$ cat src/rtl/branch_resolve_ctrl.sv
// Early branch resolution controller for the ID-stage equality comparator: hazard stalls,
// comparator operand forwarding and pc_src/if_flush. Optional stats counters: BRANCH_STATS_EN.
module branch_resolve_ctrl #(
    parameter int REG_W     = 5,
    parameter int MAX_STALL = 2
) (
    input  logic             clk,
    input  logic             reset,
    input  logic             id_valid,
    input  logic             id_beq,
    input  logic             id_bne,
    input  logic [REG_W-1:0] id_rs,
    input  logic [REG_W-1:0] id_rt,
    input  logic             ex_regwrite,
    input  logic             ex_memread,
    input  logic [REG_W-1:0] ex_rd,
    input  logic             mem_regwrite,
    input  logic             mem_memread,
    input  logic [REG_W-1:0] mem_rd,
    input  logic             wb_regwrite,
    input  logic [REG_W-1:0] wb_rd,
    input  logic             cmp_equal,
    output logic             stall,
    output logic [1:0]       fwd_a_sel,
    output logic [1:0]       fwd_b_sel,
    output logic             pc_src,
    output logic             if_flush,
    output logic [1:0]       state_dbg
`ifdef BRANCH_STATS_EN
    ,
    output logic [15:0]      taken_cnt,
    output logic [15:0]      stall_cnt
`endif
);

    localparam int CNT_W = $clog2(MAX_STALL + 1);

    // state_dbg mirrors the encoding: 0 IDLE, 1 STALL, 2 RESOLVE.
    typedef enum logic [1:0] {
        IDLE    = 2'd0,
        STALL   = 2'd1,
        RESOLVE = 2'd2
    } state_t;

    state_t           state, state_nx;
    logic [CNT_W-1:0] cnt, cnt_nx;
    logic [CNT_W-1:0] need;
    logic             br, taken, resolve_now, stall_int;
    logic             ex_hit, mem_hit;
    logic [1:0]       fwd_a_raw, fwd_b_raw;

    assign br    = id_valid & (id_beq | id_bne);
    assign taken = id_beq ? cmp_equal : ~cmp_equal;

    assign ex_hit  = (ex_rd != '0) && ((ex_rd == id_rs) || (ex_rd == id_rt));
    assign mem_hit = (mem_rd != '0) && ((mem_rd == id_rs) || (mem_rd == id_rt));

    always_comb begin
        need = '0;
        if (ex_memread && ex_hit)
            need = CNT_W'(2);
        else if (ex_regwrite && ex_hit)
            need = CNT_W'(1);
        else if (mem_memread && mem_hit)
            need = CNT_W'(1);
    end

    // A load in MEM has no result on the EX/MEM ALU path yet, so it never forwards from there.
    assign fwd_a_raw = (mem_regwrite && !mem_memread && mem_rd == id_rs && id_rs != '0) ? 2'b01 :
                       (wb_regwrite && wb_rd == id_rs && id_rs != '0)                   ? 2'b10 : 2'b00;
    assign fwd_b_raw = (mem_regwrite && !mem_memread && mem_rd == id_rt && id_rt != '0) ? 2'b01 :
                       (wb_regwrite && wb_rd == id_rt && id_rt != '0)                   ? 2'b10 : 2'b00;

    always_ff @(posedge clk or negedge reset) begin
        if (!reset) begin
            state <= IDLE;
            cnt   <= '0;
        end else begin
            state <= state_nx;
            cnt   <= cnt_nx;
        end
    end

    // The IDLE cycle that detects the hazard is the first stall cycle; cnt then holds the
    // stall cycles still owed, so a one-cycle stall goes straight to RESOLVE.
    always_comb begin
        state_nx = state;
        cnt_nx   = cnt;
        case (state)
            IDLE: begin
                if (br && need != '0) begin
                    cnt_nx   = need - CNT_W'(1);
                    state_nx = (need == CNT_W'(1)) ? RESOLVE : STALL;
                end
            end
            STALL: begin
                if (!id_valid) begin
                    state_nx = IDLE;
                    cnt_nx   = '0;
                end else begin
                    if (cnt != '0)
                        cnt_nx = cnt - CNT_W'(1);
                    if (cnt <= CNT_W'(1))
                        state_nx = RESOLVE;
                end
            end
            RESOLVE: begin
                state_nx = IDLE;
                cnt_nx   = '0;
            end
            default: begin
                state_nx = IDLE;
                cnt_nx   = '0;
            end
        endcase
    end

    always_comb begin
        stall_int   = 1'b0;
        resolve_now = 1'b0;
        case (state)
            IDLE: begin
                if (br) begin
                    if (need != '0)
                        stall_int = 1'b1;
                    else
                        resolve_now = 1'b1;
                end
            end
            STALL:   stall_int   = id_valid;
            RESOLVE: resolve_now = br;
            default: begin
                stall_int   = 1'b0;
                resolve_now = 1'b0;
            end
        endcase
    end

    // Outputs are forced low while reset is held, independent of the live ID inputs.
    assign stall     = reset & stall_int;
    assign pc_src    = reset & resolve_now & taken;
    assign if_flush  = reset & resolve_now & taken;
    assign fwd_a_sel = reset ? fwd_a_raw : 2'b00;
    assign fwd_b_sel = reset ? fwd_b_raw : 2'b00;
    assign state_dbg = state;

`ifdef BRANCH_STATS_EN
    always_ff @(posedge clk or negedge reset) begin
        if (!reset) begin
            taken_cnt <= '0;
            stall_cnt <= '0;
        end else begin
            if (pc_src && taken_cnt != 16'hFFFF)
                taken_cnt <= taken_cnt + 16'd1;
            if (stall && stall_cnt != 16'hFFFF)
                stall_cnt <= stall_cnt + 16'd1;
        end
    end
`endif

endmodule
$ cat config.mk
export PLATFORM = sky130hd
export DESIGN_NAME = branch_resolve_ctrl
export DESIGN_NICKNAME = d
export VERILOG_FILES = /design/src/rtl/branch_resolve_ctrl.sv
export SDC_FILE = /design/constraint.sdc
export NUM_CORES = 1
export LEC_CHECK = 0
export BUFFER_PORTS_ARGS = -buffer_cell sky130_fd_sc_hd__clkbuf_2
export CAP_MARGIN = 20
export CORE_AREA = 2 2 48 50
export CTS_CLUSTER_DIAMETER = 30
export DETAILED_ROUTE_END_ITERATION = 7
export DIE_AREA = 0 0 50 52
export PLACE_DENSITY = 0.71
export REMOVE_ABC_BUFFERS = 1
export SLEW_MARGIN = 20
export SYNTH_ARGS = -nofsm -noshare
export SYNTH_HDL_FRONTEND = slang
export SYNTH_SLANG_ARGS = --single-unit
export TNS_END_PERCENT = 10
$ cat constraint.sdc
create_clock -name clk -period 2.9 [get_ports clk]
set_clock_uncertainty 0.05 [all_clocks]
set_input_delay 0.58 -clock clk [delete_from_list [all_inputs] [get_ports clk]]
set_output_delay 0.58 -clock clk [all_outputs]
set_load 0.01 [all_outputs]
==> flow_summary.json, run 1 <==
{
  "outcome": "finished clean",
  "cp_max_fo": 3,
  "max_freq_ghz": 0.365,
  "drive_above_1_share": 0.390,
  "tns_ns": 0,
  "grt_max_degree": 10,
  "synthCells": 99,
  "critPathRequiredTime_ns": 2.27,
  "crit_path_end": "pc_src",
  "die_h_um": 52,
  "num-fill-cells": 204,
  "clk_pin_slew_ns": 0.04,
  "grt_pass1_vias": 872,
  "most-common-layout-cells": "44 x clkbuf_2, 17 x xnor2_1, 14 x xor2_1",
  "drt_iter0_drc": 4,
  "multi_input_comb_area_sq_um": 679,
  "clkPwrFrac": 0.195,
  "ant_nets": 0,
  "start_util": 0.376,
  "fin_crit_sh": 0.945,
  "cts-root-buf": "clkbuf_4",
  "setup_viol": 0,
  "tightest_slew_ns": 0.357,
  "synth-edff-count": 0,
  "syn_avg_cell_area_sq_um": 8.00,
  "slew_violations": 0,
  "dr.pass1.iters": 3,
  "reg2reg_slack_ns": 1.41,
  "p_sw_mw": 0.149,
  "vias": 891,
  "cp_cell_sequence": "clkbuf_2 > or4_1 > nor2_2 > nor2_1 > a21oi_1 > nor2_1 > nor3_1 > clkbuf_2",
  "numCtsBuffers": 3,
  "core_area_sq_um": 2110,
  "power_density_nw_per_um2": 345,
  "post-place-ws_ns": 0.119,
  "n_antenna_cell": 0,
  "synth_seq_area_share": 0.126,
  "ios": 45,
  "io_buffers": 44,
  "cp-start-kind": "input pin",
  "gp_congestion": 0.886,
  "combPwrFrac": 0.559,
  "p_seq_frac": 0.246,
  "cts.sinks": 4,
  "seqCellArea_sq_um": 100,
  "async_flop_share": 1.00,
  "areaGrowthSynthToFinish_pct": 35.4,
  "cp-end-kind": "output pin",
  "vias_per_cell": 5.12,
  "synth_cell_types": 33,
  "crit_path_start": "ex_rd[1]",
  "rsz0062_at_grt": "no",
  "internal_power_mw": 0.221,
  "nets": 186,
  "slowest_stage": "or4_1",
  "p_sw_frac": 0.403,
  "r2r_cells": 3,
  "hpwl_um": 1880,
  "antenna_found_initial": 0,
  "finalHoldViolCount": 0,
  "wl_um": 2080,
  "timing.rr.start": "state_dbg[1]",
  "worstPathArrival_ns": 2.11,
  "netlist_area_sq_um": 792,
  "ys_seq_elements": 4,
  "critical_path_class": "in -> out",
  "yosysWarningCount": 0,
  "relSlewSlack": 0.760,
  "grt_overflow_total": 0,
  "htree_levels": 1,
  "final_common_cell": "clkbuf_2",
  "synth-main-ff-cell": "dfrtp_1",
  "crit_path_max_incr_delay_ns": 0.55,
  "drv_cap": 0,
  "power.leakage_nw": 0.464,
  "irDropWorstVdd_mv": 0.215,
  "post-route-min-period_ns": 2.74,
  "tritoncts": "done",
  "detail_route.wl_per_cell_um": 12.0,
  "drc": 0,
  "die_w_um": 50,
  "fin_ws_ns": 0.160,
  "core.rowCount": 17,
  "whs_ns": 0.126,
  "regToRegEndpoint": "cnt[0]",
  "track_usage": 0.171,
  "grt_pass1_wl_um": 3400,
  "die-area_sq_um": 2600,
  "ctsHoldBuffers": 0,
  "clk_latency_ns": 0.24,
  "clockBufferDepth": 2,
  "worstHoldPathType": "in -> async"
}
-- per-layer routing --
| layer | track usage | up-vias | part of all wire | routed length (um) |
|---|---|---|---|---|
| met4 | 0.0972 | 0 | 0.026 | 54 |
| met1 | 0.160 | 390 | 0.38 | 790 |
| met3 | 0.0374 | 6 | 0.081 | 169 |
| met2 | 0.338 | 42 | 0.51 | 1070 |
| met5 | 0 | - | 0 | 0 |
| li1 | - | 453 | - | - |
-- worst min path at each step --
stage / startpoint / to / slack (ns) / cells after the start
floorplan: reset / cnt[0] / 0.23 / 0
global placement: reset / cnt[1] / 0.38 / 1
detailed placement: reset / cnt[1] / 0.39 / 1
CTS: reset / state_dbg[1] / 0.13 / 1
global route: reset / state_dbg[1] / 0.12 / 1
finish: reset / state_dbg[1] / 0.13 / 1
-- area by class of cell --
type / count / area share
timing repair buffer: 45 / 0.212
inverter: 2 / 0.00700
multi-input combinational: 92 / 0.634
sequential: 4 / 0.0933
tap: 28 / 0.0327
clock buffer: 3 / 0.0210
-- power groups by stage --
stage,clock network (mW),logic (mW),registers (mW)
global placement,0,0.202,0.0910
CTS,0.0740,0.209,0.0920
detailed placement,0,0.208,0.0924
global route,0.0810,0.228,0.0935
floorplan,0,0.131,0.0903
finish,0.0723,0.207,0.0912
-- cell usage after synthesis (3+ instances only) --
library cell  number  area share
nor4_1             4       0.032
nand3_1            3       0.019
xnor2_1           17        0.19
dfrtp_1            4        0.13
nor2_1            11       0.052
a21oi_1            3       0.019
or4_1              3       0.028
xor2_1            14        0.15
nor3_1             7       0.044
-- kinds of logic (layout without fill, tap and decap cells) --
family          after synthesis  count (layout)  synth area share
flops                         4               4             0.126
fa+ha+maj                     2               2            0.0316
simple gates                 44              44             0.332
xor+xnor                     31              31             0.343
buf+inv                       3              50            0.0190
compound gates               15              15             0.149
-- critical path, delay by kind of cell --
| family | cells | cell delay [ns] |
|---|---|---|
| buffers and inverters | 2 | 0.29 |
| and+or+nand+nor | 5 | 1.05 |
| AOI/OAI and AO/OA | 1 | 0.20 |
-- registers in the layout (all words and copies together), names as in the netlist --
| register | cells |
|---|---|
| cnt | 2 |
| state_dbg | 2 |
-- timing repair --
action,CTS,global route
setup buffers,0,0
gates resized for setup,0,1
setup endpoints to repair,0,2
-- through the flow --
stage / instance area (sq um) / util / instances / power (mW)
final: 1070 / 0.509 / 174 / 0.370
after CTS: 1070 / 0.508 / 174 / 0.375
after floorplan: 785 / - / 98 / 0.221
after global placement: 1050 / 0.497 / 171 / 0.293
after detailed placement: 1050 / 0.497 / 171 / 0.300
after global routing: 1070 / 0.509 / 174 / 0.402
Power figures use the tool's default switching activity.
==> run 2: changes to the inputs <==
GPL_TIMING_DRIVEN = 0   (was not set)
clock period = 2.8 ns   (was 2.9 ns; I/O delays follow)
==> run 2 against run 1 <==
Compared with the run above: critical endpoint unchanged; via count is 0.11% higher; final area is 0.70% higher; register-to-register slack worse by 0.10 ns; sequential power is 4.4% higher; non-clock buffer count is 1 lower.
==> flow_summary.json, run 2 (synthesis gave the netlist of run 1 again) <==
{
  "outcome": "finished clean",
  "clk_latency_ns": 0.24,
  "gp_congestion": 0.868,
  "crit_path_max_incr_delay_ns": 0.52,
  "drv_cap": 0,
  "power.leakage_nw": 0.463,
  "nets": 185,
  "vias": 892,
  "r2r_cells": 3,
  "grt_pass1_vias": 858,
  "ctsHoldBuffers": 0,
  "reg2reg_slack_ns": 1.31,
  "cts.sinks": 4,
  "max_freq_ghz": 0.375,
  "critPathRequiredTime_ns": 2.19,
  "drc": 0,
  "die_w_um": 50,
  "detail_route.wl_per_cell_um": 12.3,
  "areaGrowthSynthToFinish_pct": 36.3,
  "critPathMostFrequentCell": "nor2_1",
  "tritoncts": "done",
  "htree_levels": 1,
  "hpwl_um": 1890,
  "setup_viol": 0,
  "cp_cell_sequence": "clkbuf_2 > or4_1 > nor2_1 > nor2_1 > a21oi_2 > nor2_1 > nor3_1 > clkbuf_2",
  "power_density_nw_per_um2": 360,
  "numCtsBuffers": 3,
  "irDropWorstVdd_mv": 0.154,
  "num-fill-cells": 216,
  "tns_ns": 0,
  "rsz0062_at_grt": "no",
  "track_usage": 0.176,
  "cp_max_fo": 3,
  "regToRegEndpoint": "cnt[0]",
  "ant_nets": 0,
  "vias_per_cell": 5.16,
  "grt_pass1_wl_um": 3510,
  "cts_setup_buffers": 0,
  "ios": 45,
  "wl_um": 2120,
  "worstHoldPathType": "in -> async",
  "clockBufferDepth": 2,
  "slew_violations": 0,
  "start_util": 0.376,
  "die-area_sq_um": 2600,
  "drive_above_1_share": 0.407,
  "io_buffers": 44,
  "relSlewSlack": 0.809,
  "slowest_stage": "or4_1",
  "grt_max_degree": 10,
  "clk_pin_slew_ns": 0.04,
  "cts_resized": 0,
  "cp-start-kind": "input pin",
  "drt_iter0_drc": 3,
  "fin_crit_sh": 0.954,
  "tightest_slew_ns": 0.284,
  "finalHoldViolCount": 0,
  "finalPower_mw": 0.389,
  "final_common_cell": "clkbuf_2",
  "final_util": 0.513,
  "timing.rr.start": "state_dbg[1]",
  "core.rowCount": 17,
  "antenna_found_initial": 0,
  "cp-end-kind": "output pin",
  "dr.pass1.iters": 3,
  "core_area_sq_um": 2110,
  "n_antenna_cell": 0,
  "worstPathArrival_ns": 2.06,
  "post-route-min-period_ns": 2.67,
  "most-common-layout-cells": "44 x clkbuf_2, 17 x xnor2_1, 14 x xor2_1",
  "die_h_um": 52,
  "grt_overflow_total": 0,
  "cts-root-buf": "clkbuf_4",
  "critical_path_class": "in -> out"
}
run 2: worst max-delay path by stage:
stage          startpoint  slack (ns)  endpoint
2_1_floorplan    ex_rd[1]        0.21  if_flush
3_3_place_gp     id_rt[3]        0.06     stall
3_5_place_dp     id_rt[3]        0.06     stall
4_1_cts          id_rt[3]        0.04     stall
5_1_grt          id_rt[3]       0.004     stall
6_report         ex_rd[1]        0.13    pc_src
run 2: metal layers:
metal / up-vias / track usage / share of wire
li1: 452 / - / -
met1: 396 / 0.175 / 0.40
met2: 39 / 0.351 / 0.51
met3: 5 / 0.0230 / 0.070
met4: 0 / 0.0926 / 0.021
met5: - / 0 / 0
run 2: stage by stage:
stage | setup WS [ns] | instance area (sq um) | hold slack (ns) | std cells
floorplan | 0.210 | 785 | 0.214 | 98
global route | 0.00434 | 1080 | 0.110 | 173
finish | 0.130 | 1080 | 0.106 | 173
detailed placement | 0.0609 | 1040 | 0.364 | 170
global placement | 0.0586 | 1040 | 0.358 | 170
CTS | 0.0355 | 1060 | 0.110 | 173
run 2: critical path, delay by kind of cell:
family	cells	cell delay, ns
AO/OA/AOI/OAI	1	0.17
buffers and inverters	2	0.29
AND/OR/NAND/NOR	5	1.03
run 2: where the power goes:
part	leakage [nW]	internal, mW	switching, mW
Clock	0.0138	0.0481	0.0265
Combinational	0.399	0.106	0.112
Sequential	0.0508	0.0760	0.0192
run 2: layout make-up:
class                      count  area [sq um]  area share
multi-input combinational     92           694       0.643
clock buffer                   3          22.5      0.0209
inverter                       2          7.51     0.00695
sequential                     4           100      0.0927
tap                           28          35.0      0.0324
timing repair buffer          44           220       0.204
==> run 3: changes to the inputs <==
CORE_AREA = 2 2 46 48   (was 2 2 48 50)
DIE_AREA = 0 0 48 50   (was 0 0 50 52)
PLACE_DENSITY = 0.77   (was 0.71)
==> run 3 against run 2 <==
Compared with the run above: via count unchanged; register-to-register slack about the same; critical path depth increased by 1; flip-flop and latch count unchanged; setup slack improved by 0.010 ns; cell count decreased by 0.58%; core utilization increased by 5.4 points; sequential share of layout area about the same; non-clock buffer count unchanged; sequential power decreased by 1%; largest power group unchanged.
==> flow_summary.json, run 3 (synthesis gave the netlist of run 1 again) <==
{
  "die_w_um": 48,
  "ios": 45,
  "cp-start-kind": "input pin",
  "reg2reg_slack_ns": 1.31,
  "tightest_slew_ns": 0.323,
  "worstPathArrival_ns": 2.05,
  "die-area_sq_um": 2400,
  "ant_nets": 0,
  "crit_buf_inv": 2,
  "post-place-ws_ns": 0.0465,
  "power_density_nw_per_um2": 356,
  "relSlewSlack": 0.783,
  "drt_iter0_drc": 3,
  "clk_pin_slew_ns": 0.04,
  "final_common_cell": "clkbuf_2",
  "cts-root-buf": "clkbuf_4",
  "post-route-min-period_ns": 2.66,
  "drv_cap": 0,
  "crit_path_max_incr_delay_ns": 0.25,
  "io_buffers": 44,
  "vias_per_cell": 5.19,
  "clockBufferDepth": 2,
  "outcome": "finished clean",
  "max_freq_ghz": 0.376,
  "n_antenna_cell": 0,
  "finalHoldViolCount": 0,
  "grt_overflow_total": 0,
  "tns_ns": 0,
  "grt_pass1_vias": 887,
  "core.rowCount": 16,
  "drive_above_1_share": 0.407,
  "areaGrowthSynthToFinish_pct": 36.2,
  "whs_ns": 0.117,
  "cp_cell_sequence": "clkbuf_2 > xor2_1 > nor3_2 > nand3_4 > a21oi_1 > a21oi_1 > nor4_1 > o21a_1 > clkbuf_2",
  "slowest_stage": "nor4_1",
  "detail_route.wl_per_cell_um": 11.9,
  "drc": 0,
  "setup_viol": 0,
  "tritoncts": "done",
  "irDropWorstVdd_mv": 0.166,
  "numCtsBuffers": 3,
  "fin_crit_sh": 0.950,
  "critical_path_class": "in -> out",
  "most-common-layout-cells": "44 x clkbuf_2, 17 x xnor2_1, 14 x xor2_1",
  "cts.sinks": 4,
  "power.leakage_nw": 0.463,
  "clk_latency_ns": 0.23,
  "start_util": 0.416,
  "core_area_sq_um": 1900,
  "gp_congestion": 0.870,
  "die_h_um": 50,
  "fin_ws_ns": 0.140,
  "htree_levels": 1,
  "grt_pass1_wl_um": 3420,
  "cts_resized": 0,
  "nets": 185,
  "vias": 892,
  "worstHoldPathType": "in -> async",
  "cp-end-kind": "output pin",
  "critPathTopFamily": "simple AND/OR/NAND/NOR gates",
  "grt_max_degree": 10,
  "cts_setup_buffers": 0,
  "hpwl_um": 1830,
  "cp_max_fo": 4,
  "rsz0062_at_grt": "no",
  "critPathRequiredTime_ns": 2.19,
  "slew_violations": 0,
  "wl_um": 2040,
  "ctsHoldBuffers": 0,
  "track_usage": 0.188,
  "antenna_found_initial": 0,
  "dr.pass1.iters": 3
}
-- run 3: power by group --
| group | total [mW] | internal [mW] | switching, mW |
|---|---|---|---|
| Sequential | 0.0940 | 0.0760 | 0.0180 |
| Clock | 0.0712 | 0.0479 | 0.0233 |
| Combinational | 0.219 | 0.106 | 0.113 |
-- run 3: through the flow --
| stage | area, sq um | cells | utilization | power [mW] |
|---|---|---|---|---|
| 6_report | 1080 | 172 | 0.567 | 0.384 |
| 3_3_place_gp | 1040 | 169 | 0.546 | 0.300 |
| 5_1_grt | 1080 | 172 | 0.567 | 0.420 |
| 2_1_floorplan | 785 | 98 | - | 0.229 |
| 3_5_place_dp | 1040 | 169 | 0.546 | 0.310 |
| 4_1_cts | 1060 | 172 | 0.558 | 0.385 |
-- run 3: area by class of cell --
class / count / area (sq um)
multi-input cells: 92 / 694
inverters: 2 / 7.51
clock buffers: 3 / 22.5
repair buffers: 44 / 220
flip-flops and latches: 4 / 100
well taps: 27 / 33.8
fillers: 179 / 823
-- run 3: worst register-to-register path, stage by stage, from the launching register on --
cell	delay (ns)
dfrtp_1	0.44
or4_4	0.58
a21boi_1	0.16
a2bb2oi_1	0.14
-- run 3: per-layer routing --
metal / GRT usage / share of wire
met3: 0.0330 / 0.063
met5: 0 / 0
met4: 0.0495 / 0.011
met2: 0.347 / 0.51
met1: 0.206 / 0.41
-- run 3: worst paths after layout --
kind / start / to / cells past startpoint
max: id_rt[3] / stall / 9
max reg2reg: state_dbg[1] / cnt[0] / 3
max in group asynchronous: reset / cnt[0] / 1
min in group clk: cnt[1] / cnt[1] / 2
min reg2reg: cnt[1] / cnt[1] / 2
min: reset / state_dbg[1] / 1
